===== config.mk =====
export PLATFORM = sky130hd
export DESIGN_NAME = perceptron_learner_flat
export DESIGN_NICKNAME = d
export VERILOG_FILES = /design/src/rtl/perceptron_pkg.sv /design/src/rtl/perceptron_learner_if.sv /design/src/rtl/perceptron_weight_file.sv /design/src/rtl/perceptron_learner.sv /design/src/flat_wrapper.sv
export SDC_FILE = /design/constraint.sdc
export NUM_CORES = 1
export LEC_CHECK = 0
export CAP_MARGIN = 40
export CELL_PAD_IN_SITES_DETAIL_PLACEMENT = 1
export CELL_PAD_IN_SITES_GLOBAL_PLACEMENT = 1
export CORE_ASPECT_RATIO = 0.9
export CORE_UTILIZATION = 45
export CTS_CLUSTER_SIZE = 12
export DETAILED_ROUTE_END_ITERATION = 8
export PLACE_DENSITY_LB_ADDON = 0.1
export SYNTH_ARGS = -nofsm -noshare
export SYNTH_HDL_FRONTEND = slang
export SYNTH_HIERARCHICAL = 1
export SYNTH_SLANG_ARGS = --single-unit

===== constraint.sdc =====
create_clock -name clk -period 5.8 [get_ports clk]
set_input_delay 0.58 -clock clk [delete_from_list [all_inputs] [get_ports clk]]
set_output_delay 0.58 -clock clk [all_outputs]
set_load 0.02 [all_outputs]

===== src/rtl/perceptron_pkg.sv =====
// rtl/perceptron_pkg.sv - shared types and helpers for the perceptron predictor
package perceptron_pkg;

  typedef enum logic [1:0] {
    ST_IDLE,
    ST_ACCUM,
    ST_RESP,
    ST_UPDATE
  } state_t;

  // Accumulator width: weight width plus growth for N_IN weights and a bias.
  function automatic int sum_width(int n_in, int w_width);
    return w_width + $clog2(n_in + 1);
  endfunction

  // Weight plus or minus the learning step, clamped symmetrically to +/-wmax.
  function automatic int sat_step(int w, int lr, logic up, int wmax);
    int r;
    r = up ? (w + lr) : (w - lr);
    if (r > wmax) r = wmax;
    else if (r < -wmax) r = -wmax;
    return r;
  endfunction

endpackage


===== src/rtl/perceptron_learner_if.sv =====
// rtl/perceptron_learner_if.sv - feature, prediction and training handshakes
interface perceptron_learner_if
  import perceptron_pkg::*;
#(
  parameter int N_IN    = 8,
  parameter int W_WIDTH = 8
);
  localparam int SUM_WIDTH = sum_width(N_IN, W_WIDTH);

  logic                 in_valid;
  logic                 in_ready;
  logic [N_IN-1:0]      x;
  logic                 pred_valid;
  logic                 pred_ready;
  logic                 pred;
  logic [SUM_WIDTH-1:0] pred_sum;
  logic                 train_valid;
  logic                 train_ready;
  logic                 outcome;
  logic                 learn_en;
  logic [15:0]          mispredicts;

  modport slave (
    input  in_valid, x, pred_ready, train_valid, outcome, learn_en,
    output in_ready, pred_valid, pred, pred_sum, train_ready, mispredicts
  );

  modport master (
    output in_valid, x, pred_ready, train_valid, outcome, learn_en,
    input  in_ready, pred_valid, pred, pred_sum, train_ready, mispredicts
  );

endinterface


===== src/rtl/perceptron_weight_file.sv =====
// rtl/perceptron_weight_file.sv - weights plus bias with saturating in-place update
module perceptron_weight_file
  import perceptron_pkg::*;
#(
  parameter int N_IN    = 8,
  parameter int W_WIDTH = 8,
  parameter int LR      = 4,
  parameter int IDX_W   = $clog2(N_IN + 1)
) (
  input  logic                      clk,
  input  logic                      rst_n,
  input  logic [IDX_W-1:0]          rd_idx,
  output logic signed [W_WIDTH-1:0] rd_data,
  input  logic                      upd_en,
  input  logic [IDX_W-1:0]          upd_idx,
  input  logic                      upd_up
);
  localparam int WMAX = 2 ** (W_WIDTH - 1) - 1;

  // Entry N_IN is the bias.
  logic signed [W_WIDTH-1:0] mem [N_IN+1];

  // Combinational read; indices beyond the bias read as zero.
  always_comb begin
    rd_data = '0;
    if (rd_idx <= IDX_W'(N_IN)) rd_data = mem[rd_idx];
  end

  // One saturating update per cycle; reset clears every weight and the bias.
  always_ff @(posedge clk or negedge rst_n) begin
    if (!rst_n) begin
      for (int i = 0; i <= N_IN; i++) mem[i] <= '0;
    end else if (upd_en && upd_idx <= IDX_W'(N_IN)) begin
      mem[upd_idx] <= W_WIDTH'(sat_step(int'(mem[upd_idx]), LR, upd_up, WMAX));
    end
  end

endmodule


===== src/rtl/perceptron_learner.sv =====
// rtl/perceptron_learner.sv - serial online-training perceptron predictor
module perceptron_learner
  import perceptron_pkg::*;
#(
  parameter int N_IN    = 8,
  parameter int W_WIDTH = 8,
  parameter int LR      = 4,
  parameter int THETA   = 16
) (
  input logic clk,
  input logic rst_n,
  perceptron_learner_if.slave bus
);
  localparam int SUM_WIDTH = sum_width(N_IN, W_WIDTH);
  localparam int IDX_W     = $clog2(N_IN + 1);

  state_t                      state, state_nxt;
  logic [IDX_W-1:0]            idx;
  logic [N_IN-1:0]             x_q;
  logic signed [SUM_WIDTH-1:0] sum_q, sum_nxt, rd_ext;
  logic signed [SUM_WIDTH:0]   sum_wide, sum_abs;
  logic                        pred_q, out_q, have_last;
  logic [15:0]                 mispredicts;
  logic [IDX_W-1:0]            rd_idx;
  logic signed [W_WIDTH-1:0]   rd_data;
  logic                        xbit, upd_en, need_update;
  logic                        in_ready, train_ready, pred_valid;
  logic                        do_accept, do_train;

  perceptron_weight_file #(
    .N_IN(N_IN), .W_WIDTH(W_WIDTH), .LR(LR), .IDX_W(IDX_W)
  ) u_weights (
    .clk(clk), .rst_n(rst_n),
    .rd_idx(rd_idx), .rd_data(rd_data),
    .upd_en(upd_en), .upd_idx(idx), .upd_up(out_q)
  );

  // Feature bit for the current index, selection, accumulation and training decision.
  always_comb begin
    xbit = 1'b0;
    for (int i = 0; i < N_IN; i++) begin
      if (idx == IDX_W'(i)) xbit = x_q[i];
    end
    rd_idx      = (state == ST_ACCUM) ? idx : IDX_W'(N_IN);
    rd_ext      = {{(SUM_WIDTH - W_WIDTH){rd_data[W_WIDTH-1]}}, rd_data};
    sum_nxt     = xbit ? (sum_q + rd_ext) : sum_q;
    sum_wide    = {sum_q[SUM_WIDTH-1], sum_q};
    sum_abs     = sum_wide[SUM_WIDTH] ? -sum_wide : sum_wide;
    need_update = bus.learn_en &&
                  ((pred_q != bus.outcome) || (sum_abs <= (SUM_WIDTH+1)'(THETA)));
    upd_en      = (state == ST_UPDATE) && ((idx == IDX_W'(N_IN)) || xbit);
  end

  // State register.
  always_ff @(posedge clk or negedge rst_n) begin
    if (!rst_n) state <= ST_IDLE;
    else        state <= state_nxt;
  end

  // Next state and handshake outputs; training takes priority over a new vector.
  always_comb begin
    state_nxt   = state;
    in_ready    = 1'b0;
    train_ready = 1'b0;
    pred_valid  = 1'b0;
    do_accept   = 1'b0;
    do_train    = 1'b0;
    case (state)
      ST_IDLE: begin
        train_ready = have_last;
        do_train    = bus.train_valid && have_last;
        in_ready    = !(do_train && bus.in_valid);
        do_accept   = bus.in_valid && in_ready && !do_train;
        if (do_train) begin
          if (need_update) state_nxt = ST_UPDATE;
        end else if (do_accept) begin
          state_nxt = ST_ACCUM;
        end
      end
      ST_ACCUM:  if (idx == IDX_W'(N_IN - 1)) state_nxt = ST_RESP;
      ST_RESP: begin
        pred_valid = 1'b1;
        if (bus.pred_ready) state_nxt = ST_IDLE;
      end
      ST_UPDATE: if (idx == IDX_W'(N_IN)) state_nxt = ST_IDLE;
      default:   state_nxt = ST_IDLE;
    endcase
  end

  // Datapath: vector capture, serial accumulation, outcome capture, mispredict count.
  always_ff @(posedge clk or negedge rst_n) begin
    if (!rst_n) begin
      idx         <= '0;
      x_q         <= '0;
      sum_q       <= '0;
      pred_q      <= 1'b0;
      out_q       <= 1'b0;
      have_last   <= 1'b0;
      mispredicts <= '0;
    end else begin
      if (do_train) begin
        out_q <= bus.outcome;
        idx   <= '0;
        if (pred_q != bus.outcome && mispredicts != 16'hFFFF)
          mispredicts <= mispredicts + 16'd1;
      end else if (do_accept) begin
        x_q   <= bus.x;
        sum_q <= rd_ext;
        idx   <= '0;
      end
      if (state == ST_ACCUM) begin
        sum_q <= sum_nxt;
        idx   <= idx + IDX_W'(1);
        if (idx == IDX_W'(N_IN - 1)) pred_q <= ~sum_nxt[SUM_WIDTH-1];
      end
      if (state == ST_UPDATE) idx <= idx + IDX_W'(1);
      if (state == ST_RESP && bus.pred_ready) have_last <= 1'b1;
    end
  end

  assign bus.in_ready    = in_ready;
  assign bus.train_ready = train_ready;
  assign bus.pred_valid  = pred_valid;
  assign bus.pred        = pred_q;
  assign bus.pred_sum    = sum_q;
  assign bus.mispredicts = mispredicts;

endmodule


===== src/flat_wrapper.sv =====
// flat-port wrapper written by rule: the top's interface ports become plain ports
module perceptron_learner_flat import perceptron_pkg::*;
#(
  parameter int N_IN    = 8,
  parameter int W_WIDTH = 8,
  parameter int LR      = 4,
  parameter int THETA   = 16
)
  (clk, rst_n, bus_in_valid, bus_x, bus_pred_ready, bus_train_valid, bus_outcome, bus_learn_en, bus_in_ready, bus_pred_valid, bus_pred, bus_pred_sum, bus_train_ready, bus_mispredicts);
  perceptron_learner_if #(.N_IN(N_IN), .W_WIDTH(W_WIDTH)) bus_i ();
  input logic clk;
  input logic rst_n;
  input wire logic [$bits(bus_i.in_valid)-1:0] bus_in_valid;
  input wire logic [$bits(bus_i.x)-1:0] bus_x;
  input wire logic [$bits(bus_i.pred_ready)-1:0] bus_pred_ready;
  input wire logic [$bits(bus_i.train_valid)-1:0] bus_train_valid;
  input wire logic [$bits(bus_i.outcome)-1:0] bus_outcome;
  input wire logic [$bits(bus_i.learn_en)-1:0] bus_learn_en;
  output wire logic [$bits(bus_i.in_ready)-1:0] bus_in_ready;
  output wire logic [$bits(bus_i.pred_valid)-1:0] bus_pred_valid;
  output wire logic [$bits(bus_i.pred)-1:0] bus_pred;
  output wire logic [$bits(bus_i.pred_sum)-1:0] bus_pred_sum;
  output wire logic [$bits(bus_i.train_ready)-1:0] bus_train_ready;
  output wire logic [$bits(bus_i.mispredicts)-1:0] bus_mispredicts;
  assign bus_i.in_valid = bus_in_valid;
  assign bus_i.x = bus_x;
  assign bus_i.pred_ready = bus_pred_ready;
  assign bus_i.train_valid = bus_train_valid;
  assign bus_i.outcome = bus_outcome;
  assign bus_i.learn_en = bus_learn_en;
  assign bus_in_ready = bus_i.in_ready;
  assign bus_pred_valid = bus_i.pred_valid;
  assign bus_pred = bus_i.pred;
  assign bus_pred_sum = bus_i.pred_sum;
  assign bus_train_ready = bus_i.train_ready;
  assign bus_mispredicts = bus_i.mispredicts;
  perceptron_learner #(.N_IN(N_IN), .W_WIDTH(W_WIDTH), .LR(LR), .THETA(THETA)) u_core (.clk(clk), .rst_n(rst_n), .bus(bus_i));
endmodule

==> results.toml <==
[status]
outcome = "finished, final reports clean"

[sta]
slew_headroom_pct = 48.1
report.final.setup_viol = 0
fin_setup_tns_ns = 0
drv_slew = 0
hold_viol = 0
tightest_slew_ns = 0.778
finalClockSkew_ns = 0.00807
period_minus_slack_ns = 5.00
fin_crit_sh_pct = 86.2
rsz0062_at_grt = "false"
clock.fmax_mhz = 200

[place]
dp_hpwl_mm = 14.0
port_buffers = 46
gp_congestion = 0.915
post_dp_cell_area_um2 = 7700

[synth]
async_reset_ff_share_pct = 100
syn-num-nets = 734
syn_avg_cell_area_um2 = 10.1
synth_top_area_cell = "dfrtp_1"
synth-seq-area-share_pct = 41.6
ys_types = 75
yosysTopAreaCellShare_pct = 41.6
synthFlopType = "dfrtp_1"
yosysMostFrequentCell = "nand2_1"
synthesis.area_um2 = 7030
synth_common_cells = "nand2_1 (144), dfrtp_1 (117), o21ai_0 (57)"
synthCells = 695
synth_warnings = 6
synth.top_cells.by_area = "dfrtp_1 (42%), mux4_2 (9.6%), nand2_1 (7.7%), o21ai_0 (4.1%), ha_1 (3.9%)"
synth_edf_count = 0
synth-seq-cells = 117

[power]
cellLeakagePower_nw = 3.59
powerDensity_nw_per_um2 = 647
vdd_drop_max_uv = 339

[cells_and_area]
drive_gt1_share_pct = 15.7
syn_to_final_growth_pct = 18.1
fin_area_um2 = 8300
fin_nets = 778
antenna_cells = 0

[route]
via_per_inst = 5.99
vias = 5678
drtIter0Drc = 367
ant_nets = 0
dr.pass1.iters = 5
wl_per_cell_um = 21.1
wl_mm = 20.1
drc_errors = 0

[clock_network]
post-cts-setup-buffers = 0
cts_resized = 0
clk_latency_ns = 0.41
cts_tree = "yes"
numCtsBuffers = 17
cts_num_sinks = 117
root_buffer = "clkbuf_16"
holdBufCountCts = 0
cts.clk_slew.worst_paths_ns = 0.06
htreeDepth = 4
cts_buffer_depth = 2

[global_routing]
grt_use_total_pct = 26.9
grt_pass1_vias = 6042
grt_antenna_before_repair = 0
grt_pass1_wl_mm = 32.6
grt_max_degree = 67
overflow = 0

[run]
drv_cap = 0

[die]
core_um2 = 15000
initial_core_util_pct = 46.9
row_count = 42
die_h_um = 121
io_pins = 47
die_x_um = 134
die_area_um2 = 16100

[worst_hold_path]
hold_class = "input pin to asynchronous set/reset pin"

[worst_setup_path]
worstPathArrival_ns = 5.27
worstPathMaxFanout = 19
crit_path_start_kind = "flip-flop"
critPathRequiredTime_ns = 6.07
endpoint_kind = "flip-flop"
worstSetupPathType = "flip-flop to flip-flop"
path summary, 6_finish.rpt:
kind | cells past startpoint | slack [ns] | start | end
setup / recovery | 14 | 0.80 | u_core/state[0] | u_core/bus.pred_sum[10]
hold / removal | 1 | 0.19 | rst_n | u_core/bus.mispredicts[7]
setup reg to reg | 14 | 0.80 | u_core/state[0] | u_core/bus.pred_sum[10]
hold reg to reg | 2 | 0.48 | u_core/x_q[0] | u_core/x_q[0]
max in group asynchronous | 3 | 4.61 | rst_n | u_core/u_weights/mem[32]
min in group clk | 2 | 0.48 | u_core/x_q[0] | u_core/x_q[0]
through the flow:
step | utilization [%] | setup WS [ns] | std cells | power (mW) | hold WS (ns)
finish | 55.4 | 0.801 | 948 | 5.37 | 0.187
global route | 55.4 | 0.422 | 948 | 5.73 | 0.223
floorplan | - | 1.17 | 695 | 3.39 | 0.284
CTS | 55.4 | 0.812 | 948 | 5.39 | 0.202
global placement | 51.2 | 0.960 | 916 | 4.14 | 0.465
detailed placement | 51.4 | 0.834 | 918 | 4.27 | 0.478
logic make-up after synthesis:
family	Yosys count	share of synthesized area, %
compound gates	167	15.6
xor+xnor	25	3.11
fa+ha+maj	28	5.20
buf+inv	46	2.81
flops	117	41.6
mux	66	15.4
simple gates	246	16.2
state kept, by name, summed over array words and instances (netlist names):
| name | count |
|---|---|
| u_core/out_q | 1 |
| u_core/bus.mispredicts | 16 |
| u_core/x_q | 8 |
| u_core/bus.pred_sum | 12 |
| u_core/bus.pred | 1 |
| u_core/idx | 4 |
| u_core/have_last | 1 |
| u_core/u_weights/mem | 72 |
| u_core/state | 2 |
area by class of cell:
class	instances	area, µm²
multi-input combinational	532	3910
sequential	117	2930
tap	198	248
clock inverter	10	156
inverter	13	48.8
timing repair buffer	58	566
fill	1626	6680
clock buffer	20	447
power breakdown:
part	internal (mW)	leakage [nW]	total [mW]	switching, mW
Combinational	1.13	1.73	2.97	1.83
Clock	0.722	0.295	1.09	0.372
Sequential	1.06	1.57	1.31	0.250
Total	2.92	3.59	5.37	2.45
metal layers:
layer | global-route usage, % | vias to the layer above | wire, µm
met5 | 0 | - | 0
met4 | 10.1 | 0 | 450
met3 | 5.12 | 33 | 737
met2 | 45.8 | 137 | 9960
met1 | 34.0 | 2901 | 8910
li1 | - | 2607 | -
worst max-delay path, stage by stage, from the launching register on:
cell and delay [ns]:
dfrtp_1 0.68, nand2_1 0.33, nor2_2 0.66, buf_4 0.29, mux4_2 0.50, mux2i_1 0.13
o21ai_0 0.18, ha_1 0.28, fa_1 0.43, a21o_1 0.20, a221oi_1 0.40, o21ai_0 0.26
a31oi_1 0.26, xnor2_1 0.16, mux2i_1 0.11
cell usage in the layout, fill, tap and decap left out, types with 3 or more instances in the layout:
cell type and n:
mux2_2 14, dfrtp_1 117, o21ai_1 17, nand4_1 6, mux4_2 30, a22oi_1 4
clkdlybuf4s50_1 45, a21o_1 7, xor2_1 7, nor3_1 6, nand3_1 11, and2_1 8
o21ai_2 18, a211oi_1 8, nand2b_1 3, nor2b_1 9, buf_4 11, o21ai_0 57
nor2_1 26, a22o_1 3, bufinv_16 4, nand2_1 144, a21oi_1 21, nand3b_1 3
mux2i_1 20, xnor2_1 18, clkbuf_16 17, inv_1 13, and3_1 9, clkinv_2 4
ha_1 22
No activity file was read; power rests on OpenSTA's default activity.
